[src/rtl/rob_ar_arbiter.sv]
// rob_ar_arbiter: round-robin AR arbiter for two requesters in front of a reorder buffer,
// routing the in-order R stream back to the issuing requester through a 1-bit route FIFO.
module rob_ar_arbiter #(
    parameter int DATA_WIDTH = 8,
    parameter int MAX_OUTST  = 16
) (
    input  logic                  clk,
    input  logic                  rst_n,
    input  logic [3:0]            r0_arid_i,
    input  logic                  r0_arvalid_i,
    output logic                  r0_arready_o,
    output logic [DATA_WIDTH-1:0] r0_rdata_o,
    output logic [3:0]            r0_rid_o,
    output logic                  r0_rvalid_o,
    input  logic                  r0_rready_i,
    input  logic [3:0]            r1_arid_i,
    input  logic                  r1_arvalid_i,
    output logic                  r1_arready_o,
    output logic [DATA_WIDTH-1:0] r1_rdata_o,
    output logic [3:0]            r1_rid_o,
    output logic                  r1_rvalid_o,
    input  logic                  r1_rready_i,
    output logic [3:0]            rob_arid_o,
    output logic                  rob_arvalid_o,
    input  logic                  rob_arready_i,
    input  logic [DATA_WIDTH-1:0] rob_rdata_i,
    input  logic [3:0]            rob_rid_i,
    input  logic                  rob_rvalid_i,
    output logic                  rob_rready_o,
    output logic [4:0]            outst_o,
    output logic                  err_o
);
    localparam int PW = (MAX_OUTST > 1) ? $clog2(MAX_OUTST) : 1;

    logic [4:0]           r_outst;
    logic                 r_rr_ptr;
    logic                 r_lock;
    logic                 r_lock_gnt;
    logic [PW-1:0]        r_wptr;
    logic [PW-1:0]        r_rptr;
    logic [MAX_OUTST-1:0] r_fifo;
    logic                 r_err;

    logic w_gnt;
    logic w_can;
    logic w_ar_hs;
    logic w_r_hs;
    logic w_head;
    logic w_has;

    always_comb begin
        w_gnt = r_lock ? r_lock_gnt
              : r_rr_ptr ? ~r1_arvalid_i
              : r0_arvalid_i ? 1'b0 : 1'b1;
        w_gnt = r_lock ? r_lock_gnt : (r_rr_ptr ? (r1_arvalid_i ? 1'b1 : 1'b0) : (r0_arvalid_i ? 1'b0 : 1'b1));
    end

    // Reset gating keeps every handshake output low while rst_n is held.
    assign w_can         = rst_n & (r_outst < 5'(MAX_OUTST));
    assign rob_arvalid_o = (w_gnt ? r1_arvalid_i : r0_arvalid_i) & w_can;
    assign rob_arid_o    = w_gnt ? r1_arid_i : r0_arid_i;
    assign r0_arready_o  = ~w_gnt & rob_arready_i & w_can;
    assign r1_arready_o  = w_gnt & rob_arready_i & w_can;
    assign w_ar_hs       = rob_arvalid_o & rob_arready_i;

    assign w_has        = r_outst != 5'd0;
    assign w_head       = r_fifo[r_rptr];
    assign r0_rvalid_o  = rob_rvalid_i & w_has & ~w_head;
    assign r1_rvalid_o  = rob_rvalid_i & w_has & w_head;
    assign rob_rready_o = (w_head ? r1_rready_i : r0_rready_i) & w_has;
    assign w_r_hs       = rob_rvalid_i & rob_rready_o;

    assign r0_rdata_o = rob_rdata_i;
    assign r1_rdata_o = rob_rdata_i;
    assign r0_rid_o   = rob_rid_i;
    assign r1_rid_o   = rob_rid_i;
    assign outst_o    = r_outst;
    assign err_o      = r_err;

    always_ff @(posedge clk or negedge rst_n) begin
        if (!rst_n) begin
            r_outst    <= '0;
            r_rr_ptr   <= 1'b0;
            r_lock     <= 1'b0;
            r_lock_gnt <= 1'b0;
            r_wptr     <= '0;
            r_rptr     <= '0;
            r_fifo     <= '0;
            r_err      <= 1'b0;
        end else begin
            if (w_ar_hs) begin
                r_lock         <= 1'b0;
                r_rr_ptr       <= ~w_gnt;
                r_fifo[r_wptr] <= w_gnt;
                r_wptr         <= (r_wptr == PW'(MAX_OUTST - 1)) ? '0 : r_wptr + 1'b1;
            end else if (rob_arvalid_o) begin
                r_lock     <= 1'b1;
                r_lock_gnt <= w_gnt;
            end
            if (w_r_hs)
                r_rptr <= (r_rptr == PW'(MAX_OUTST - 1)) ? '0 : r_rptr + 1'b1;
            if (w_ar_hs && !w_r_hs)
                r_outst <= r_outst + 5'd1;
            else if (w_r_hs && !w_ar_hs)
                r_outst <= r_outst - 5'd1;
            if (rob_rvalid_i && !w_has)
                r_err <= 1'b1;
        end
    end
endmodule

[config.mk]
export PLATFORM = sky130hd
export DESIGN_NAME = rob_ar_arbiter
export DESIGN_NICKNAME = d
export VERILOG_FILES = /design/src/rtl/rob_ar_arbiter.sv
export SDC_FILE = /design/constraint.sdc
export NUM_CORES = 1
export LEC_CHECK = 0
export ABC_AREA = 1
export CAP_MARGIN = 25
export CORE_MARGIN = 1
export CORE_UTILIZATION = 30
export DETAILED_ROUTE_END_ITERATION = 8
export PLACE_DENSITY = 0.56
export SYNTH_ARGS = -nofsm -noshare
export SYNTH_HDL_FRONTEND = slang
export SYNTH_SLANG_ARGS = --single-unit
[constraint.sdc]
create_clock -name clk -period 6.5 [get_ports clk]
set_input_delay 1.3 -clock clk [delete_from_list [all_inputs] [get_ports clk]]
set_output_delay 1.3 -clock clk [all_outputs]
set_load 0.03 [all_outputs]
==> flow_summary.yaml <==
clocking:
  cts_resized: 0
  clkSlewWorstSetupHoldPaths_ps: 70
  post_cts_buffers: 0
  cts_buffers: 5
  cts-root-buf: "clkbuf_8"
  cts_tree: "done"
  cts_max_level: 2
  clk-insertion-delay-late_ps: 280
  cts.sinks: 33
  hold_buffers: 0
  cts_buffer_depth: 2
worst_hold_path:
  hold_path_class: "reg -> reg"
  whs_path_depth: 1
  worst_hold_startpoint: "err_o"
  hold_end: "err_o"
cells_and_area:
  num_antenna_cells: 0
  ff_latch_area_sq_um: 826
  multi_input_area_sq_um: 1040
  n_fill_cell: 780
  layout-drive-gt1-share_pct: 6.05
  area_delta_synth_final_pct: 14.2
  layout_common_cells: "nand2_1 (102), dfrtp_1 (33), nand3_1 (32)"
  final_common_cell: "nand2_1"
  nets: 351
timing:
  worstMarginPinSlew_ps: 559
  skew_ps: 7.14
  maxSlewViolCount: 0
  max_slew_margin_pct: 62.6
  tns_ps: 0
  rsz0062_at_grt: "false"
  finalHoldViolations: 0
  layout_setup_ws_ps: 1760
  finalCriticalPeriod_ps: 4740
  timing.fmax_mhz: 211
  setup_viol: 0
  period_share_pct: 72.9
floorplanning:
  die_area_sq_um: 7810
  die_h_microns: 88.4
  start_util_pct: 31.0
  row_count: 31
  io_pins: 68
  core_area_sq_um: 7210
  die_width_microns: 88.4
worst_setup_path:
  rr_worst_depth: 18
  cp-end-kind: "output port"
  r2r_slack_ps: 3280
  r2r_end: "outst_o[4]"
  crit_type: "in -> out"
  crit_arrival_ps: 3440
  r2r-start: "r_rr_ptr"
  worstPathRequired_ps: 5200
  path_max_fanout: 17
  start_kind: "primary input"
global_routing:
  grt_pass1_vias: 1789
  grt_usage_pct: 12.5
  grt_pass1_wl_microns: 7670
  overflow: 0
  grt_start_max_net_pins: 42
  grt_antenna_before_repair: 0
power_and_ir_drop:
  power_density_nw_per_um2: 483
  power.leakage_nw: 1.27
  power_mw: 1.23
  max-vdd-ir-drop_mv: 0.228
place:
  hpwl_microns: 3200
  dp_slack_ps: 1750
  port_buffers: 31
  place.gp.congestion: 0.700
detailed_routing:
  route.vias.total: 1853
  drtIter0Drc: 100
  wl_per_cell_microns: 10.8
  routed_via_density: 4.49
  firstDrtPassIters: 6
  wl_microns: 4450
  drtAntennaViolNets: 0
  drc_errors: 0
synth:
  syn_nets: 345
  yosysWarnings: 0
  synthDistinctLibCells: 26
  syn_avg_cell_area_sq_um: 7.29
  netlist_instances: 307
  synth-seq-cells: 33
  syn-cell-area_sq_um: 2240
  yosysSeqAreaShare_pct: 36.9
run_status:
  status: "finished clean"
flow_run:
  maxCapViolCount: 0
worst max-delay path by stage:
stage,start,to,slack (ps),depth (start not counted)
2_1_floorplan,r1_arvalid_i,r1_arready_o,2800,6
3_3_place_gp,r1_arvalid_i,rob_arvalid_o,1800,10
3_5_place_dp,r1_arvalid_i,rob_arvalid_o,1750,10
4_1_cts,r1_arvalid_i,rob_arvalid_o,1740,10
5_1_grt,r1_arvalid_i,rob_arvalid_o,1620,10
6_report,r1_arvalid_i,rob_arvalid_o,1760,10
flip-flops by register name, indices dropped and copies added (netlist names):
register,cells
r_lock,1
r_wptr,4
err_o,1
r_fifo,16
r_rptr,4
r_rr_ptr,1
r_lock_gnt,1
outst_o,5
stage by stage:
| step | utilization (%) | std cells | area [sq um] | hold slack (ps) |
|---|---|---|---|---|
| 2_1_floorplan | - | 307 | 2240 | 442 |
| 3_3_place_gp | 34.0 | 405 | 2450 | 441 |
| 3_5_place_dp | 34.0 | 405 | 2450 | 445 |
| 4_1_cts | 35.4 | 413 | 2550 | 459 |
| 5_1_grt | 35.4 | 413 | 2550 | 466 |
| 6_report | 35.4 | 413 | 2550 | 455 |
area by class of cell:
type                            count  area share [%]
Multi-Input combinational cell    205            40.7
Sequential cell                    33            32.3
Timing Repair Buffer               34            13.0
Inverter                           34            5.09
Tap cell                           99            4.85
Clock buffer                        7            3.77
Clock inverter                      1           0.196
critical path, cell delays in order:
cell	delay, ps
clkdlybuf4s50_1	450
inv_1	50
nand2_1	50
nand2_1	50
a21oi_2	260
buf_4	280
or2_1	140
nand3_2	90
inv_1	100
clkdlybuf4s50_1	670
report_power, final:
| part | total [mW] | internal (mW) | leakage (nW) | switching (mW) |
|---|---|---|---|---|
| logic | 0.686 | 0.257 | 0.796 | 0.430 |
| clock network | 0.169 | 0.0957 | 0.0542 | 0.0732 |
| registers | 0.378 | 0.292 | 0.422 | 0.0866 |
synth_stat cells (all sizes together):
| master | instances | area, sq um |
|---|---|---|
| o21ai | 11 | 55.1 |
| a31oi | 2 | 12.5 |
| clkbuf | 6 | 22.5 |
| ha | 9 | 113 |
| dfrtp | 33 | 826 |
| and3 | 1 | 6.26 |
| buf | 29 | 218 |
| a21oi | 4 | 23.8 |
| fa | 1 | 20.0 |
| xor2 | 4 | 35.0 |
| nand4 | 16 | 100 |
| inv | 34 | 130 |
| nor2 | 13 | 63.8 |
| xnor2 | 1 | 8.76 |
| nand2 | 102 | 383 |
| nor3 | 3 | 15.0 |
| a21o | 3 | 22.5 |
| or2 | 2 | 12.5 |
| nand3 | 33 | 170 |
metal layers:
| layer | track usage (%) | wire [microns] |
|---|---|---|
| met2 | 19.2 | 1850 |
| met5 | 0 | 0 |
| met1 | 16.6 | 2310 |
| met3 | 2.89 | 231 |
| met4 | 5.87 | 63 |
logic make-up (layout without fill, tap and decap cells):
| kind of cell | after synthesis | after routing | synth area share, % |
|---|---|---|---|
| AND/OR/NAND/NOR | 170 | 170 | 33.6 |
| adder cells (fa/ha/maj) | 10 | 10 | 5.93 |
| AO/OA/AOI/OAI | 20 | 20 | 5.09 |
| flip-flops | 33 | 33 | 36.9 |
| buffers and inverters | 69 | 76 | 16.6 |
| XOR/XNOR | 5 | 5 | 1.96 |
Power figures use the tool's default switching activity.
